===== config.mk =====
export PLATFORM = sky130hd
export DESIGN_NAME = boid_update_sequencer
export DESIGN_NICKNAME = d
export VERILOG_FILES = /design/src/rtl/boid_update_sequencer.sv
export SDC_FILE = /design/constraint.sdc
export NUM_CORES = 1
export LEC_CHECK = 0
export CAP_MARGIN = 5
export CORE_ASPECT_RATIO = 1.2
export CORE_UTILIZATION = 55
export DETAILED_ROUTE_END_ITERATION = 12
export GPL_TIMING_DRIVEN = 0
export HOLD_SLACK_MARGIN = 0.03
export PLACE_DENSITY = 0.89
export SLEW_MARGIN = 10
export SYNTH_ARGS = -nofsm -noshare
export SYNTH_HDL_FRONTEND = slang
export SYNTH_SLANG_ARGS = --single-unit
export TNS_END_PERCENT = 5

===== constraint.sdc =====
create_clock -name clk -period 16.6 [get_ports clk]
set_input_delay 3.32 -clock clk [delete_from_list [all_inputs] [get_ports clk]]
set_output_delay 3.32 -clock clk [all_outputs]
set_load 0.005 [all_outputs]

===== src/rtl/boid_update_sequencer.sv =====
// Walks every boid once per start pulse: read, integrate velocity (saturated) and
// position (wrapped), then write all fields back with both accumulators cleared.
module boid_update_sequencer #(
  parameter int num_boids = 2,
  parameter int x_max     = 640 << 16,
  parameter int y_max     = 480 << 16,
  parameter int max_speed = 8 << 16
) (
  input  logic                         clk,
  input  logic                         reset,
  input  logic                         start,
  output logic                         busy,
  output logic                         done,
  output logic [15:0]                  frame_count,
  output logic [$clog2(num_boids)-1:0] which_boid,
  output logic [6:0]                   wb_en,
  input  logic [31:0]                  x_rd,
  input  logic [31:0]                  y_rd,
  input  logic [31:0]                  vx_rd,
  input  logic [31:0]                  vy_rd,
  input  logic [31:0]                  vx_acc_rd,
  input  logic [31:0]                  vy_acc_rd,
  output logic [31:0]                  x_wr,
  output logic [31:0]                  y_wr,
  output logic [31:0]                  vx_wr,
  output logic [31:0]                  vy_wr,
  output logic [31:0]                  vx_acc_wr,
  output logic [31:0]                  vy_acc_wr
);

  localparam int IW = $clog2(num_boids);
  localparam logic [IW-1:0] LAST_IDX = IW'(num_boids - 1);

  typedef enum logic [2:0] {
    S_IDLE, S_READ, S_COMPUTE, S_WRITE, S_DONE
  } state_t;

  state_t        state_q, state_d;
  logic [IW-1:0] idx_q, idx_d;
  logic [15:0]   frame_q, frame_d;

  logic [27:0]        x_cap_q;
  logic [26:0]        y_cap_q;
  logic [20:0]        vx_cap_q, vy_cap_q;
  logic signed [31:0] vx_acc_q, vy_acc_q;

  logic [31:0] x_wr_q, y_wr_q, vx_wr_q, vy_wr_q, vx_acc_wr_q, vy_acc_wr_q;

  logic signed [31:0] vx_s, vy_s, vx_n, vy_n, x_n, y_n;

  // Only the low fixed-point bits of the padded read ports carry data.
  logic unused_bits;
  assign unused_bits = ^{x_rd[31:28], y_rd[31:27], vx_rd[31:21], vy_rd[31:21]};

  function automatic logic signed [31:0] sat(input logic signed [31:0] v);
    if (v > max_speed)  return max_speed;
    if (v < -max_speed) return -max_speed;
    return v;
  endfunction

  // Velocity magnitude is below the bound, so one correction always lands in range.
  function automatic logic signed [31:0] wrap(input logic signed [31:0] p, input int bound);
    if (p >= bound) return p - bound;
    if (p < 0)      return p + bound;
    return p;
  endfunction

  always_comb begin
    vx_s = {{11{vx_cap_q[20]}}, vx_cap_q};
    vy_s = {{11{vy_cap_q[20]}}, vy_cap_q};
    vx_n = sat(vx_s + vx_acc_q);
    vy_n = sat(vy_s + vy_acc_q);
    x_n  = wrap(signed'({4'b0000, x_cap_q}) + vx_n, x_max);
    y_n  = wrap(signed'({5'b00000, y_cap_q}) + vy_n, y_max);
  end

  always_ff @(posedge clk or posedge reset) begin
    if (reset) begin
      state_q <= S_IDLE;
      idx_q   <= '0;
      frame_q <= '0;
    end else begin
      state_q <= state_d;
      idx_q   <= idx_d;
      frame_q <= frame_d;
    end
  end

  always_comb begin
    state_d = state_q;
    idx_d   = idx_q;
    frame_d = frame_q;
    case (state_q)
      S_IDLE: begin
        if (start) begin
          state_d = S_READ;
          idx_d   = '0;
        end
      end
      S_READ:    state_d = S_COMPUTE;
      S_COMPUTE: state_d = S_WRITE;
      S_WRITE: begin
        if (idx_q == LAST_IDX) begin
          state_d = S_DONE;
        end else begin
          idx_d   = idx_q + IW'(1);
          state_d = S_READ;
        end
      end
      S_DONE: begin
        frame_d = frame_q + 16'd1;
        state_d = S_IDLE;
      end
      default: state_d = S_IDLE;
    endcase
  end

  always_comb begin
    busy  = 1'b0;
    done  = 1'b0;
    wb_en = 7'h00;
    case (state_q)
      S_READ, S_COMPUTE: busy = 1'b1;
      S_WRITE: begin
        busy  = 1'b1;
        wb_en = 7'h7F;
      end
      S_DONE:  done = 1'b1;
      default: ;
    endcase
  end

  // Read capture and the computed write-back values.
  always_ff @(posedge clk or posedge reset) begin
    if (reset) begin
      x_cap_q     <= '0;
      y_cap_q     <= '0;
      vx_cap_q    <= '0;
      vy_cap_q    <= '0;
      vx_acc_q    <= '0;
      vy_acc_q    <= '0;
      x_wr_q      <= '0;
      y_wr_q      <= '0;
      vx_wr_q     <= '0;
      vy_wr_q     <= '0;
      vx_acc_wr_q <= '0;
      vy_acc_wr_q <= '0;
    end else if (state_q == S_READ) begin
      x_cap_q  <= x_rd[27:0];
      y_cap_q  <= y_rd[26:0];
      vx_cap_q <= vx_rd[20:0];
      vy_cap_q <= vy_rd[20:0];
      vx_acc_q <= vx_acc_rd;
      vy_acc_q <= vy_acc_rd;
    end else if (state_q == S_COMPUTE) begin
      x_wr_q      <= x_n;
      y_wr_q      <= y_n;
      vx_wr_q     <= vx_n;
      vy_wr_q     <= vy_n;
      vx_acc_wr_q <= '0;
      vy_acc_wr_q <= '0;
    end
  end

  assign frame_count = frame_q;
  assign which_boid  = idx_q;
  assign x_wr        = x_wr_q;
  assign y_wr        = y_wr_q;
  assign vx_wr       = vx_wr_q;
  assign vy_wr       = vy_wr_q;
  assign vx_acc_wr   = vx_acc_wr_q;
  assign vy_acc_wr   = vy_acc_wr_q;

endmodule


==> summary by stage <==
Status
The run finished with clean final reports.

Clocking
The number of buffers on the longest clock path is 3. The later-pin clock latency in the skew report is 550 ps. The number of hold buffers added after cts is 0. The TritonCTS clock tree is built.

The number of buffers inserted during clock tree synthesis is 34. The clock tree synthesis step divided the H-tree into 2 levels. Post-CTS repair changed the size of 0 cells. CTS saw 309 sinks. The number of buffers inserted by post-CTS setup repair is 0. The CTS clock-pin slew for the worst setup and hold paths is 60 ps. The tree is rooted in a clkbuf_16.

Detailed routing
Dividing the detail-routed wire length by the instance count gives 21.2 um. The number of DRC violations after detailed routing is 0. The number of antenna-violating nets in the routed design is 0. The number of iterations in the first detailed-routing pass is 5. The via total after detailed routing is 18.7k. The DRC marker count from the first detailed-route iteration is 1,449. The number of vias per cell is 6.00. The total detailed-routing wirelength is 66,000 um.

Worst setup path
The worst flop-to-flop path endpoint is x_wr[31]$_DFFE_PP0P_. In this run the worst path has a maximum fanout of 13. Measured in cells, the most critical reg-to-reg path has a length of 33. The category of the critical setup timing path is flop to flop.

For the worst setup path, the data required time is 17,040 ps. STA classifies the critical path endpoint as a flop. Among the stages of the critical path, the cell type that occurs most often is nor2_1.

Data on the critical path arrives at its endpoint at 10,240 ps. In this run the critical register-to-register path is launched from vx_cap_q[20]$_DFFE_PP0P_. The kind of start point of the critical path is a flop. The critical path's slowest cell is a211oi_1. The setup check on the worst reg-to-reg path leaves a slack of 6800 ps. The biggest cell delay along the critical path is 580 ps.

STA
For the final routed database, the setup TNS stands at 0 ps. The smallest clock period supported by the final layout is computed as 9800 ps. Between clock sinks in the finished design, the worst skew comes to 26.9 ps. The final number of hold-violating endpoints is 0. Derived from the worst setup path, the maximum achievable clock frequency is 0.102 GHz.

The headroom to the max-slew limit is 19.1%. The final cycle utilization of the critical path is 59.0%. Setup repair after global routing left no endpoint under its margin.

The final number of setup-violating endpoints is 0. The final number of max-transition violations is 0. The actual slew at the worst max-slew pin is 1210 ps.

Worst hold path
The terminating pin of the worst hold path is y_wr[6]$_DFFE_PP0P_. The worst hold path belongs to the class flop to flop. The startpoint identified for the worst hold timing path is y_wr[6]$_DFFE_PP0P_.

The number of cells traversed by the worst hold path is 2.

Yosys
The synthesized design contains 309 register bits. Ranked by total cell area, the synthesized netlist is headed by dfrtp_1 38%, mux2_2 9.9%, ha_1 7.6%. Averaged over all synthesized cells, the footprint is 9.36 sq um. The post-synthesis cell area is 20,500 sq um. The largest area contributor in the synthesized netlist is dfrtp_1. The async set-reset flop share out of synthesis is 100%.

Synthesis produced 2,194 cells. The Yosys step of the flow raised 0 warnings. The number of flops mapped to enable cells by yosys is 0.

For this run, the register share of the synthesized area comes to 37.7%. After synthesis, the largest area contributor takes up 37.7% of total cell area. The most frequently used flop master after synthesis is dfrtp_1.

In this run, distinct cell masters in the synthesized netlist total 86.

Global routing
The largest net degree at the start of global routing is 116. The number of antenna violations at the first check in global routing came to 6. For met2 alone, demand over resource in global routing was 58.0%. The via count of the first global-routing pass is 18.2k. The first global-routing pass estimated 100,000 um of wire.

Global routing used 40.2% of the available met1 tracks. The total routing resource utilization after global routing is 34.2%. The total global routing overflow is 0. The met3 track utilization from global routing is 5.44%. The layer flagged by global routing as most heavily used is met2.

Final layout
The fill cell total of the finished layout is 2,834. The area growth from synthesis to layout is 25.1%. The ratio of cells with drive above 1 in the final layout is 12.5%. The total number of nets in the final design is 2,935.

Placed design
At the end of routability-driven placement, the weighted congestion stood at 0.981. The quantity of I/O buffers inserted on ports is 317. Detailed placement finished with a half-perimeter wire length of 52,100 um.

Die
The floorplan has 77 rows. The effective utilization at floorplan is 55.8%. Pin placement for this block handled 413 I/O pins. The core box area is 36,800 sq um. The die is 178 um wide. The die outline height is 214 um. The die footprint is 38,100 sq um.

Run
The max-capacitance violation count is 0.
layout make-up:
type,instances,area (sq um),area share [%]
Timing Repair Buffer,319,3230,12.6
Antenna cell,6,15.0,0.0585
Sequential cell,309,7730,30.1
Tap cell,474,593,2.31
Buffer,163,905,3.52
Clock inverter,9,103,0.400
Clock buffer,46,967,3.77
Multi-Input combinational cell,1736,11900,46.5
Inverter,49,191,0.746
per-stage QoR:
step	instances	utilization, %	instance area [sq um]	hold WS (ps)	setup WS, ps
floorplan	2257	-	20800	463	4740
global placement	3048	66.6	24500	464	1490
detailed placement	3050	66.8	24600	470	7170
CTS	3105	69.7	25700	480	7160
global route	3110	69.8	25700	488	6190
finish	3111	69.8	25700	481	6800
routing by layer:
layer,vias to the layer above,part of all wire (%)
li1,8672,-
met1,8931,38
met2,845,48
met3,220,6.9
met4,2,7.0
met5,-,0.020
registers in the layout (all words and copies together), names as in the netlist:
name / cells
frame_count: 16
state_q: 3
vx_acc_q: 32
vx_cap_q: 21
vx_wr: 32
vy_acc_q: 32
vy_cap_q: 21
vy_wr: 32
which_boid: 1
x_cap_q: 28
x_wr: 32
y_cap_q: 27
y_wr: 32
layout by cell type, fill, tap and decap left out, types with 54 or more instances in the layout:
master,n
ha_1,124
a21oi_1,135
o21ai_0,145
clkbuf_1,81
nand2_1,225
conb_1,64
clkdlybuf4s50_1,317
mux2_2,180
xnor2_1,75
buf_4,72
dfrtp_1,309
xor2_1,54
nor2_1,155
cell usage after synthesis (9+ instances only):
cell type,n
ha_1,124
a21oi_1,135
mux2_2,180
and4_1,9
inv_1,49
and2_1,24
o21ai_1,12
nand3_1,45
and3_1,14
xnor2_1,75
nor3b_1,10
o31ai_1,43
clkbuf_1,75
dfrtp_1,309
o211ai_1,24
mux2i_1,9
nand2_1,225
nor3_1,41
o21a_1,44
nand4_1,26
a31oi_1,18
xor2_1,54
a211oi_1,24
o21ai_0,145
a21o_1,33
nor2_1,155
or3_1,15
o21bai_1,15
buf_4,72
nor2b_1,19
nand2b_1,18
kinds of logic (layout without fill, tap and decap cells):
group                    after synthesis  count (layout)  share of synthesized area [%]
AO/OA/AOI/OAI                        580             580                           18.1
XOR/XNOR                             129             129                           5.50
adder cells (fa/ha/maj)              128             128                           7.95
buffers and inverters                212             586                           5.30
flip-flops                           309             309                           37.7
multiplexers                         190             190                           10.4
other                                  1              70                         0.0183
AND/OR/NAND/NOR                      645             645                           15.0
how the worst max path moves through the flow:
| stage | startpoint | cells past startpoint | end | slack (ps) |
|---|---|---|---|---|
| after floorplan | reset | 1 | frame_count[0]$_DFFE_PP0P_ | 4740 |
| after global placement | reset | 2 | vy_cap_q[14]$_DFFE_PP0P_ | 1490 |
| after detailed placement | vy_cap_q[20]$_DFFE_PP0P_ | 32 | y_wr[28]$_DFFE_PP0P_ | 7170 |
| after CTS | vy_cap_q[20]$_DFFE_PP0P_ | 32 | y_wr[28]$_DFFE_PP0P_ | 7160 |
| after global routing | vx_cap_q[20]$_DFFE_PP0P_ | 31 | x_wr[29]$_DFFE_PP0P_ | 6190 |
| final | vx_cap_q[20]$_DFFE_PP0P_ | 33 | x_wr[31]$_DFFE_PP0P_ | 6800 |
critical path, delay by kind of cell, from the launching register on:
family / cells / cell delay, ps
compound gates: 10 / 3210
flops: 1 / 560
fa+ha+maj: 4 / 1380
buf+inv: 6 / 1260
simple gates: 13 / 3300
Power is not shown: default switching activity piles up to over one toggle a cycle in this logic, so the estimate is an artifact.
==> variant: new RTL, same settings <==
Register the input `vx_acc_rd` before use, with the module's reset. The logic sees it one clock later. The other inputs are not delayed to match.
--- a/src/rtl/boid_update_sequencer.sv
+++ b/src/rtl/boid_update_sequencer.sv
@@ -36,2 +36,12 @@
   } state_t;
+
+  logic [31:0] vx_acc_rd_q;
+
+  always_ff @(posedge clk or posedge reset) begin
+    if (reset) begin
+      vx_acc_rd_q <= '0;
+    end else begin
+      vx_acc_rd_q <= vx_acc_rd;
+    end
+  end
 
@@ -152,3 +162,3 @@
       vy_cap_q <= vy_rd[20:0];
-      vx_acc_q <= vx_acc_rd;
+      vx_acc_q <= vx_acc_rd_q;
       vy_acc_q <= vy_acc_rd;
Function: changed (a bounded check fails within 4 cycles, from zero or initial values and one cycle with reset high).
==> variant against the original RTL <==
- synthesized area increased by 5.0%
- sequential cell count is 32 higher
- core utilization down 0.41 points
- cell area increased by 4.7%
- synthesized cell count up 0.77%
- routed wire length rose by 7.6%
- setup slack got worse by 0.58 ns
- maximum frequency is 5.6% lower
- critical path type unchanged
Power is left out: the tool's default activity adds up to more than one toggle a clock period on the data nets, which glitch-free logic cannot reach.
==> variant: results (changes against the original RTL) <==
global_route:
  grt_max_degree: 121  # +4.3%
  grt_usage: 0.355  # +0.0126
  grt_antenna_before_repair: 0  # -6
  grt_pass1_wl_um: 108000  # +8.5%
placement:
  dp_hpwl_um: 56000  # +7.5%
  place_congestion: 0.980  # about the same
timing:
  finClkSkew_ns: 0.0211  # -0.00573 ns
  worst_pin_slew_ns: 1.27  # +0.0616 ns
routing:
  vias: 19245  # +3.1%
  postRouteWirelength_um: 71000  # +7.6%
  drt_iter0_drc: 1308  # -9.7%
  dr.pass1.iters: 5  # unchanged
synth:
  ys_seq_area_frac: 0.396  # +0.0192
  yosys_warnings: 0  # unchanged
  synth_cell_types: 106  # +23%
  synth_area_leaders: "dfrtp_1, mux2_2, ha_1"
  synth_common_cells: "dfrtp_1, nand2_1, mux2_2, nor2_1, a21oi_1"
setup_path:
  max_stage_delay_ns: 0.70  # +0.12 ns
  crit_slowest_cell: "dfrtp_1"
  critical_path_arrival_ns: 10.82  # +0.58 ns
cts:
  h-tree-depth: 2  # unchanged
  cts-buffers-inserted: 37  # +8.8%
cells_and_area:
  diodes: 0  # -6
  drive_gt1_frac: 0.150  # +0.0247
  nets: 2955  # +0.68%
outcome:
  status: "finished, final reports clean"
job:
  drv_cap: 0  # unchanged
variant: worst paths after layout:
path                                      start             end  slack [ns]  cells after the start
worst max register to register     vy_cap_q[20]        y_wr[23]        6.22                     30
worst min register to register  vx_acc_rd_q[29]    vx_acc_q[29]        0.48                      1
worst min-delay path            vx_acc_rd_q[29]    vx_acc_q[29]        0.48                      1
worst max-delay path               vy_cap_q[20]        y_wr[23]        6.22                     30
max in group asynchronous                 reset  frame_count[7]       11.68                      4
min in group asynchronous                 reset     vy_acc_q[7]        3.29                      2
variant: cells by family (layout without fill, tap and decap cells):
group                      after synthesis  after routing  share of synthesized area
and+or+nand+nor                        658            658                      0.153
AOI/OAI and AO/OA                      555            555                      0.173
DFF                                    341            341                      0.396
buffers and inverters                  213            597                     0.0518
muxes                                  191            191                     0.0997
adders and majority gates              128            128                     0.0757
xor gates and xnor gates               124            124                     0.0507
other                                    1             64                   0.000174
variant: area by class of cell:
class	instances	area, um2
repair buffers	319	3230
well taps	526	658
inverters	50	195
clock inverters	14	131
flip-flops and latches	341	8530
fillers	2972	11900
clock buffers	51	1060
multi-input cells	1720	12100
plain buffers	163	928
variant: routing by layer:
metal  vias up  GRT usage  wire length [um]
met4         0      0.174              3580
li1       8762          -                 -
met1      9419      0.420             27000
met2       885      0.624             35100
met5         -          0                 0
met3       179     0.0599              5270
variant: metrics by stage:
step                cells   util  instance area (um2)  setup slack (ns)  hold WS (ns)
floorplan            2274      -                21800              3.83         0.426
global route         3184  0.694                26900              5.75         0.485
CTS                  3184  0.694                26900              6.46         0.481
detailed placement   3119  0.663                25700              6.47         0.467
finish               3184  0.694                26900              6.22         0.476
global placement     3117  0.661                25600             0.349         0.443
variant: worst max-delay path: cells and delay by family, from the launching register on:
family	cells	cell delay (ns)
AOI/OAI and AO/OA	11	3.28
and+or+nand+nor	8	2.79
buffers and inverters	5	1.33
adders and majority gates	3	1.25
DFF	1	0.70
xor gates and xnor gates	2	0.59
muxes	1	0.30
